**src/rtl/clk_sequencer.sv**
```systemverilog
// clk_sequencer: RUN/PAUSE/ADJ sequencer driving mm:ss counter strobes and display blank flags.
// Define CLK_SEQ_DEBOUNCE_EN to insert a counter-based debouncer on the pause button.
module clk_sequencer #(
    parameter int DB_W            = 20,
    parameter int DEBOUNCE_CYCLES = 500000
) (
    input  logic clk,
    input  logic reset,
    input  logic tick_1hz,
    input  logic tick_adj,
    input  logic btn_pause,
    input  logic sw_adj,
    input  logic sw_sel,
    input  logic sw_dir,
    output logic secselect,
    output logic minselect,
    output logic isdec,
    output logic paused,
    output logic adj_mode,
    output logic sec_blank,
    output logic min_blank
);
    typedef enum logic [1:0] {RUN, PAUSE, ADJ} state_t;

    state_t     state_q, state_d;
    logic [1:0] sync_q, sync_d;
    logic       prev_q, prev_d, lvl, press, run_tick, adj_tick;
    logic       phase_q, phase_d;
    logic       sec_q, sec_d, min_q, min_d, dec_q, dec_d;
    logic       paused_q, paused_d, adj_q, adj_d, sb_q, sb_d, mb_q, mb_d;

`ifdef CLK_SEQ_DEBOUNCE_EN
    localparam logic [DB_W-1:0] DB_LAST = DB_W'(DEBOUNCE_CYCLES - 1);
    logic            acc_q, acc_d;
    logic [DB_W-1:0] cnt_q, cnt_d;

    always_comb begin
        acc_d = acc_q;
        cnt_d = '0;
        if (sync_q[1] != acc_q) begin
            cnt_d = cnt_q + 1'b1;
            if (cnt_q == DB_LAST) begin
                acc_d = ~acc_q;
                cnt_d = '0;
            end
        end
    end

    always_ff @(posedge clk or posedge reset) begin
        if (reset) begin
            acc_q <= 1'b0;
            cnt_q <= '0;
        end else begin
            acc_q <= acc_d;
            cnt_q <= cnt_d;
        end
    end

    assign lvl = acc_q;
`else
    // Keeps the debounce parameters referenced when the debouncer is compiled out
    logic [DB_W-1:0] db_unused;
    assign db_unused = DB_W'(DEBOUNCE_CYCLES);
    assign lvl = sync_q[1];
`endif

    always_comb begin
        sync_d   = {sync_q[0], btn_pause};
        prev_d   = lvl;
        press    = lvl & ~prev_q;
        state_d  = sw_adj                         ? ADJ   :
                   (state_q == ADJ)               ? PAUSE :
                   (press && state_q == RUN)      ? PAUSE :
                   (press && state_q == PAUSE)    ? RUN   : state_q;
        // Strobes follow the pre-transition state
        run_tick = (state_q == RUN) & tick_1hz;
        adj_tick = (state_q == ADJ) & tick_adj;
        sec_d    = run_tick | (adj_tick & ~sw_sel);
        min_d    = run_tick | (adj_tick & sw_sel);
        dec_d    = adj_tick & sw_dir;
        phase_d  = (state_d == ADJ && state_q != ADJ) ? 1'b1 :
                   (state_q == ADJ && tick_1hz)       ? ~phase_q : phase_q;
        paused_d = (state_d == PAUSE);
        adj_d    = (state_d == ADJ);
        sb_d     = adj_d & ~sw_sel & ~phase_d;
        mb_d     = adj_d & sw_sel & ~phase_d;
    end

    always_ff @(posedge clk or posedge reset) begin
        if (reset) begin
            state_q  <= RUN;
            sync_q   <= '0;
            prev_q   <= 1'b0;
            phase_q  <= 1'b1;
            sec_q    <= 1'b0;
            min_q    <= 1'b0;
            dec_q    <= 1'b0;
            paused_q <= 1'b0;
            adj_q    <= 1'b0;
            sb_q     <= 1'b0;
            mb_q     <= 1'b0;
        end else begin
            state_q  <= state_d;
            sync_q   <= sync_d;
            prev_q   <= prev_d;
            phase_q  <= phase_d;
            sec_q    <= sec_d;
            min_q    <= min_d;
            dec_q    <= dec_d;
            paused_q <= paused_d;
            adj_q    <= adj_d;
            sb_q     <= sb_d;
            mb_q     <= mb_d;
        end
    end

    assign secselect = sec_q;
    assign minselect = min_q;
    assign isdec     = dec_q;
    assign paused    = paused_q;
    assign adj_mode  = adj_q;
    assign sec_blank = sb_q;
    assign min_blank = mb_q;
endmodule

```
**config.mk**
```make
export PLATFORM = sky130hd
export DESIGN_NAME = clk_sequencer
export DESIGN_NICKNAME = d
export VERILOG_FILES = /design/src/rtl/clk_sequencer.sv
export SDC_FILE = /design/constraint.sdc
export NUM_CORES = 1
export LEC_CHECK = 0
export BUFFER_PORTS_ARGS = -buffer_cell sky130_fd_sc_hd__clkbuf_2
export CORE_AREA = 3 3 40 42
export DETAILED_ROUTE_END_ITERATION = 12
export DIE_AREA = 0 0 43 45
export SKIP_LAST_GASP = 1
export SLEW_MARGIN = 5
export SYNTH_ARGS = -nofsm -noshare
export SYNTH_HDL_FRONTEND = slang
export SYNTH_SLANG_ARGS = --single-unit
```
**constraint.sdc**
```tcl
create_clock -name clk -period 1.2 [get_ports clk]
set_clock_uncertainty 0.1 [all_clocks]
set_input_delay 0.12 -clock clk [delete_from_list [all_inputs] [get_ports clk]]
set_output_delay 0.12 -clock clk [all_outputs]
set_load 0.01 [all_outputs]
```
==> impl_metrics.yaml, run 1 <==
floorplan:
  die-area_sq_um: 1940
  fp-row-count: 13
  core-area_sq_um: 1280
  fp.dieW_microns: 43
  die_h_microns: 45
  start_util_pct: 37.9
  ios: 15
global_routing:
  grt_pass1_wl_mm: 1.31
  grt_pass1_vias: 324
  grt_max_degree: 14
  grt_overflow: 0
  grt_usage_pct: 9.58
  antenna_found_initial: 0
logic_synthesis:
  synth-simple-area-share_pct: 17.2
  ys_seq_elements: 13
  synth_xor_xnor_area_share_pct: 3.60
  synthesis.nets: 46
  syn_inst: 38
  synthFlopType: "dfrtp_1"
  synth_fa_ha_area_share_pct: 0
  muxShareOfSynthArea_pct: 0
  syn_area_sq_um: 487
  synth_top_family_by_area: "simple AND/OR/NAND/NOR gates"
  async_flop_share_pct: 100
  synth_cell_types: 19
  syn_avg_cell_area_sq_um: 12.8
  synth-compound-area-share_pct: 7.46
  synth_edf_count: 0
  synth.yosys.warnings: 0
  ys_seq_area_share_pct: 67.1
detailed_routing:
  vias: 334
  postRouteAntennaNets: 0
  wirelength_microns: 768
  wl_per_cell_microns: 10.1
  drc_errors: 0
  vias_per_cell: 4.39
  drt_first_pass_iters: 4
  first_iter_violations: 4
timing:
  rsz0062_at_grt: "true"
  hold_viol: 0
  finalCritPeriodShare_pct: 96.4
  max_freq_ghz: 0.865
  tightestPinTransition_ps: 480
  drv_slew: 0
  setup_slack_ps: 43.5
  setup_viol: 0
  slew_headroom_pct: 67.9
  period_minus_slack_ps: 1160
setup_path:
  crit_path_end_kind: "register"
  timing.rr.start: "phase_q$_DFF_PP1_"
  cp.required_ps: 1260
  r2r_slack_ps: 40
  crit_end: "min_blank$_DFF_PP0_"
  reg2reg_to: "min_blank$_DFF_PP0_"
  crit_start: "phase_q$_DFF_PP1_"
  worstRegToRegCells: 3
  path_max_fanout: 2
  critical_path_class: "reg -> reg"
  cp-start-kind: "register"
  arrival_ps: 1220
cts:
  cts_max_level: 1
  root_buffer: "clkbuf_4"
  post_cts_buffers: 0
  clkSlewWorstSetupHoldPaths_ps: 80
  clk-insertion-delay-late_ps: 260
  clock-sinks: 13
  cts_buffer_depth: 2
  cts_tree: "yes"
  numCtsBuffers: 3
cells_and_area:
  nNetsFinal: 70
  area_delta_synth_final_pct: 37.8
  final_cell_mix: "clkbuf_2, dfrtp_1, dlygate4sd3_1, a21oi_1"
  regArea_sq_um: 327
  drive_gt1_share_pct: 37.7
  num_antenna_cells: 0
  mostFrequentLayoutCell: "clkbuf_2"
  nFillCells: 122
  multiInputGateArea_sq_um: 154
place:
  post-dp-hpwl_microns: 550
  dpl_worst_slack_ps: 9.72
  place_congestion: 0.705
  portBuffers: 14
power_and_ir_drop:
  total_power_w: 0.000900
  powerDensity_nw_per_um2: 1340
  ir_drop_mv: 0.709
  power_leakage_nw: 0.339
job:
  cap_violations: 0
min_path:
  hp-class: "in -> reg"
  min_path_cells: 3
status:
  status: "finished, final reports clean"
==> Yosys cell counts (2+ instances only) <==
cell type / number / share of area (%)
nand2_1: 2 / 1.5
nor2_1: 3 / 2.3
dfrtp_1: 12 / 62
inv_1: 2 / 1.5
nor3_1: 2 / 2.1
a21oi_1: 4 / 4.1
==> power by group <==
| group | internal (W) | leakage (nW) | switching (W) |
|---|---|---|---|
| combinational | 0.0000765 | 0.163 | 0.0000666 |
| sequential | 0.000475 | 0.160 | 0.0000244 |
| clock | 0.000128 | 0.0150 | 0.000129 |
==> worst max-delay path, stage by stage, from the launching register on <==
cell and delay [ps]:
dfstp_2 560, xor2_2 150, nor2_1 70, and3_1 180
==> sequential cells by signal, indices dropped and copies added (netlist names) <==
name	count
prev_q	1
state_q	2
sec_blank	1
sync_q	2
secselect	1
adj_mode	1
minselect	1
phase_q	1
paused	1
min_blank	1
isdec	1
==> area by class of cell <==
type,instances,area share [%]
Sequential cell,13,48.7
Multi-Input combinational cell,21,22.9
Timing Repair Buffer,21,20.5
Clock buffer,4,3.92
Tap cell,15,2.80
Inverter,2,1.12
==> logic make-up after synthesis <==
group,after synthesis
AO/OA/AOI/OAI,6
buffers and inverters,4
flip-flops,13
AND/OR/NAND/NOR,13
XOR/XNOR,2
==> metal layers <==
layer / part of all wire [%] / wire length [microns] / vias up / track usage, %
met5: 0 / 0 / - / 0
met4: 0 / 0 / 0 / 3.61
met3: 9.4 / 72 / 0 / 4.78
met2: 44 / 338 / 12 / 14.7
met1: 46 / 357 / 152 / 11.7
li1: - / - / 170 / -
==> through the flow <==
stage / cell area [sq um] / TNS, ps / instances / hold slack, ps / utilization [%]
after CTS: 662 / 0 / 76 / 46.2 / 51.5
after detailed placement: 568 / 0 / 66 / 39.2 / 44.2
after global routing: 671 / -2.02 / 76 / 62.6 / 52.2
after floorplan: 487 / 0 / 38 / -104 / -
after global placement: 568 / 0 / 66 / 37.1 / 44.2
final: 671 / 0 / 76 / 47.3 / 52.2
==> worst min-delay path by stage <==
stage	to	slack [ps]	start
floorplan	adj_mode$_DFF_PP0_	-100	reset
global placement	secselect$_DFF_PP0_	40	reset
detailed placement	secselect$_DFF_PP0_	40	reset
CTS	minselect$_DFF_PP0_	50	tick_1hz
global route	minselect$_DFF_PP0_	60	tick_1hz
finish	minselect$_DFF_PP0_	50	tick_1hz
==> timing repair <==
item | CTS | global route
gates cloned | 0 | 0
endpoints found under the setup margin | 1 | 1
hold buffers | 6 | 0
resized for setup | 1 | 1
pin swaps | 0 | 1
endpoints found under the hold margin | 16 | 0
Note: power is estimated with default switching activity, not from simulation.
==> run 2: changes to the inputs <==
- PLACE_DENSITY: unset -> 0.7
==> impl_metrics.yaml, run 2 (synthesis results as in run 1) <==
detailed_routing:
  drc_errors: 0
  vias: 347
  wirelength_microns: 848
  wl_per_cell_microns: 11.0
  postRouteAntennaNets: 0
  drt_first_pass_iters: 3
  first_iter_violations: 1
  vias_per_cell: 4.51
timing:
  drv_slew: 0
  fin_hold_ws_ps: 45.8
  finalSetupTns_ps: 0
  max_freq_ghz: 0.863
  period_minus_slack_ps: 1160
  setup_viol: 0
  slew_headroom_pct: 68.0
  hold_viol: 0
  finalCritPeriodShare_pct: 96.6
  tightestPinTransition_ps: 480
cts:
  cts_buffer_depth: 2
  root_buffer: "clkbuf_4"
  cts_tree: "yes"
  clk-insertion-delay-late_ps: 270
  clkSlewWorstSetupHoldPaths_ps: 80
  cts_max_level: 1
  post_cts_buffers: 0
  clock-sinks: 13
  numCtsBuffers: 3
setup_path:
  critical_path_class: "reg -> reg"
  cp.required_ps: 1280
  r2r_slack_ps: 40
  critical_path.cell_chain: "xor2_2, buf_4, nor4b_2"
  worst-path-buf-inv: 1
  worstRegToRegCells: 3
  critPathTopFamily: "flip-flops"
  cp_slowest_cell: "dfstp_2"
  arrival_ps: 1240
  path_max_fanout: 2
  reg2reg_to: "sec_blank$_DFF_PP0_"
  crit_path_end_kind: "register"
  critPathMaxStageDelay_ps: 560
  timing.rr.start: "phase_q$_DFF_PP1_"
  cp-start-kind: "register"
floorplan:
  fp-row-count: 13
  die-area_sq_um: 1940
  ios: 15
  fp.dieW_microns: 43
  start_util_pct: 37.9
  die_h_microns: 45
  core-area_sq_um: 1280
power_and_ir_drop:
  seqPwrFrac_pct: 54.9
  power_leakage_nw: 0.338
  internal-power_w: 0.000683
  powerDensity_nw_per_um2: 1350
  pwr-share-clk_pct: 28.9
  net-switching-power_w: 0.000226
  ir_drop_mv: 0.569
  sw_frac_of_total_pct: 24.8
  p_comb_share_pct: 16.2
cells_and_area:
  fin_area_sq_um: 672
  mostFrequentLayoutCell: "clkbuf_2"
  area_delta_synth_final_pct: 38.0
  drive_gt1_share_pct: 40.3
  final_cells: 77
  num_antenna_cells: 0
  final_cell_mix: "clkbuf_2, dfrtp_1, dlygate4sd3_1, a21oi_1, clkbuf_4"
  top_regs: "state_q (2), sync_q (2)"
  nNetsFinal: 71
global_routing:
  grt_overflow: 0
  grt_max_degree: 14
  grt_pass1_wl_mm: 1.37
  grt_pass1_vias: 334
  grt_usage_pct: 9.91
  antenna_found_initial: 0
place:
  placed_cells: 67
  place_congestion: 0.705
  place_area_sq_um: 576
  portBuffers: 14
  post-dp-hpwl_microns: 638
min_path:
  hold_start: "tick_1hz"
  hp-class: "in -> reg"
  holdPathEnd: "minselect$_DFF_PP0_"
  min_path_cells: 3
status:
  status: "finished, final reports clean"
job:
  cap_violations: 0
run 2: tightest hold or removal path, cell delays in order:
cell	delay, ps
clkbuf_2	110
nand2_1	90
a21oi_1	60
run 2: worst max-delay path by stage:
stage	startpoint	end	slack, ps	cells past startpoint
after floorplan	phase_q$_DFF_PP1_	min_blank$_DFF_PP0_	40	3
after global placement	phase_q$_DFF_PP1_	min_blank$_DFF_PP0_	70	3
after detailed placement	phase_q$_DFF_PP1_	min_blank$_DFF_PP0_	20	3
after CTS	phase_q$_DFF_PP1_	min_blank$_DFF_PP0_	4	3
after global routing	phase_q$_DFF_PP1_	sec_blank$_DFF_PP0_	-10	3
final	phase_q$_DFF_PP1_	sec_blank$_DFF_PP0_	40	3
run 2: routing by layer:
metal | share of wire, % | routed length (microns) | GRT usage, % | vias up
li1 | - | - | - | 172
met1 | 41 | 350 | 9.87 | 162
met2 | 49 | 417 | 17.1 | 11
met3 | 8.8 | 75 | 4.78 | 2
met4 | 0.59 | 5 | 5.42 | 0
met5 | 0 | 0 | 0 | -
run 2: final cells by class:
type                            instances  area [sq um]
Clock buffer                            4          26.3
Fill cell                             121           613
Inverter                                2          7.51
Multi-Input combinational cell         21           148
Sequential cell                        13           327
Tap cell                               15          18.8
Timing Repair Buffer                   22           145
run 2: repair_timing:
item | 4_1_cts | 5_1_grt
setup endpoints to repair | 0 | 2
hold endpoints to repair | 17 | 0
hold buffers | 6 | 0
gates resized for setup | 0 | 2
run 2: through the flow:
step                worst slack [ps]  utilization (%)  power (W)
global route                   -12.7             52.3   0.000955
finish                          41.1             52.3   0.000908
detailed placement              16.7             44.8   0.000632
floorplan                       37.1                -   0.000577
CTS                             4.23             51.5   0.000910
global placement                66.0             44.8   0.000624
run 2: power by group through the flow:
stage | Clock [W] | Sequential [W] | Combinational, W
after floorplan | 0 | 0.000507 | 0.0000697
after global placement | 0 | 0.000502 | 0.000122
after detailed placement | 0 | 0.000505 | 0.000127
after CTS | 0.000271 | 0.000496 | 0.000142
after global routing | 0.000291 | 0.000502 | 0.000163
final | 0.000262 | 0.000498 | 0.000147
==> run 3: changes to the inputs <==
- PLACE_DENSITY: 0.7 -> 0.67
- SETUP_SLACK_MARGIN: unset -> 0.2
- clock period: 1.2 -> 1.15 ns (I/O delays scaled with it)
==> impl_metrics.yaml, run 3 (synthesis results as in run 1) <==
status:
  status: "finished, violations left"
  violations: "hold timing"
detailed_routing:
  vias_per_cell: 4.41
  drc_errors: 0
  vias: 344
  wl_per_cell_microns: 11.9
  wirelength_microns: 931
  first_iter_violations: 0
  drt_first_pass_iters: 1
  postRouteAntennaNets: 0
cells_and_area:
  final_cells: 78
  final_cell_mix: "clkbuf_2, dfrtp_1, dlygate4sd3_1"
  top_regs: "state_q (2), sync_q (2)"
  num_antenna_cells: 0
  drive_gt1_share_pct: 44.4
  area_delta_synth_final_pct: 44.2
  fin_area_sq_um: 702
  nFillCells: 111
  nNetsFinal: 72
  mostFrequentLayoutCell: "clkbuf_2"
place:
  place_area_sq_um: 576
  placed_cells: 66
  place_congestion: 0.680
  portBuffers: 14
  dpl_worst_slack_ps: 1.83
  post-dp-hpwl_microns: 572
floorplan:
  die_h_microns: 45
  core-area_sq_um: 1280
  die-area_sq_um: 1940
  fp.dieW_microns: 43
  ios: 15
  start_util_pct: 37.9
  fp-row-count: 13
timing:
  max_freq_ghz: 0.882
  slew_headroom_pct: 69.9
  tightestPinTransition_ps: 452
  rsz0062_at_grt: "true"
  drv_slew: 0
  hold_viol: 1
  finalCritPeriodShare_pct: 98.6
  setup_viol: 0
  finalSetupTns_ps: 0
  period_minus_slack_ps: 1130
  setup_slack_ps: 15.8
  fin_hold_ws_ps: -38.1
setup_path:
  cp.required_ps: 1230
  timing.rr.start: "phase_q$_DFF_PP1_"
  arrival_ps: 1220
  path_depth: 3
  critPathTopFamily: "flip-flops"
  critical_path.cell_chain: "xor2_2, buf_4, nor4b_4"
  cp_slowest_cell: "dfstp_2"
  path_max_fanout: 2
  worst-path-buf-inv: 1
  critical_path_class: "reg -> reg"
  crit_path_end_kind: "register"
  worstRegToRegCells: 3
  crit_start: "phase_q$_DFF_PP1_"
  cp-start-kind: "register"
  critPathMaxStageDelay_ps: 550
global_routing:
  grt_overflow: 0
  grt_usage_pct: 11.3
  grt_pass1_wl_mm: 1.42
  grt_pass1_vias: 326
  antenna_found_initial: 0
  grt_max_degree: 14
cts:
  clkSlewWorstSetupHoldPaths_ps: 70
  cts_tree: "yes"
  hold_buffers: 6
  cts_buffer_depth: 2
  cts_max_level: 1
  root_buffer: "clkbuf_4"
  numCtsBuffers: 3
  clock-sinks: 13
  clk-insertion-delay-late_ps: 260
job:
  cap_violations: 0
min_path:
  hp-class: "in -> reg"
  hold_start: "sw_sel"
  min_path_cells: 2
power_and_ir_drop:
  ir_drop_mv: 0.764
  powerDensity_nw_per_um2: 1370
  power_leakage_nw: 0.354
run 3: per-layer routing:
layer | track usage (%) | wire length, microns
met5 | 0 | 0
met4 | 7.23 | 16
met3 | 7.17 | 70
met2 | 18.9 | 512
met1 | 10.2 | 331
run 3: area by class of cell:
type	count	area, sq um	share of cell area [%]
Clock buffer	4	26.3	3.74
Inverter	2	7.51	1.07
Multi-Input combinational cell	21	165	23.5
Sequential cell	13	328	46.7
Tap cell	15	18.8	2.67
Timing Repair Buffer	23	156	22.3
run 3: worst paths after layout:
| check | endpoint | slack (ps) |
|---|---|---|
| max | sec_blank$_DFF_PP0_ | 20 |
| min | sec_blank$_DFF_PP0_ | -40 |
| max reg2reg | sec_blank$_DFF_PP0_ | 20 |
| min reg2reg | sync_q[1]$_DFF_PP0_ | 250 |
| max in group asynchronous | phase_q$_DFF_PP1_ | 330 |
| min in group asynchronous | sec_blank$_DFF_PP0_ | 270 |
run 3: where the power goes:
group	leakage, nW	switching (W)	internal (W)	total (W)
logic	0.179	0.0000795	0.0000933	0.000173
registers	0.160	0.0000227	0.000497	0.000520
clock network	0.0150	0.000131	0.000134	0.000266
total	0.354	0.000234	0.000725	0.000958
run 3: through the flow:
stage,utilization (%),power [W]
5_1_grt,54.6,0.00102
3_3_place_gp,44.8,0.000647
3_5_place_dp,44.8,0.000650
6_report,54.6,0.000958
4_1_cts,52.7,0.000944
2_1_floorplan,-,0.000608
run 3: what timing repair did:
action                                  CTS  global route
hold endpoints to repair                 17             1
gates resized for setup                   0             5
pin swaps                                 3             4
setup buffers                             2             0
endpoints found under the setup margin   13            15
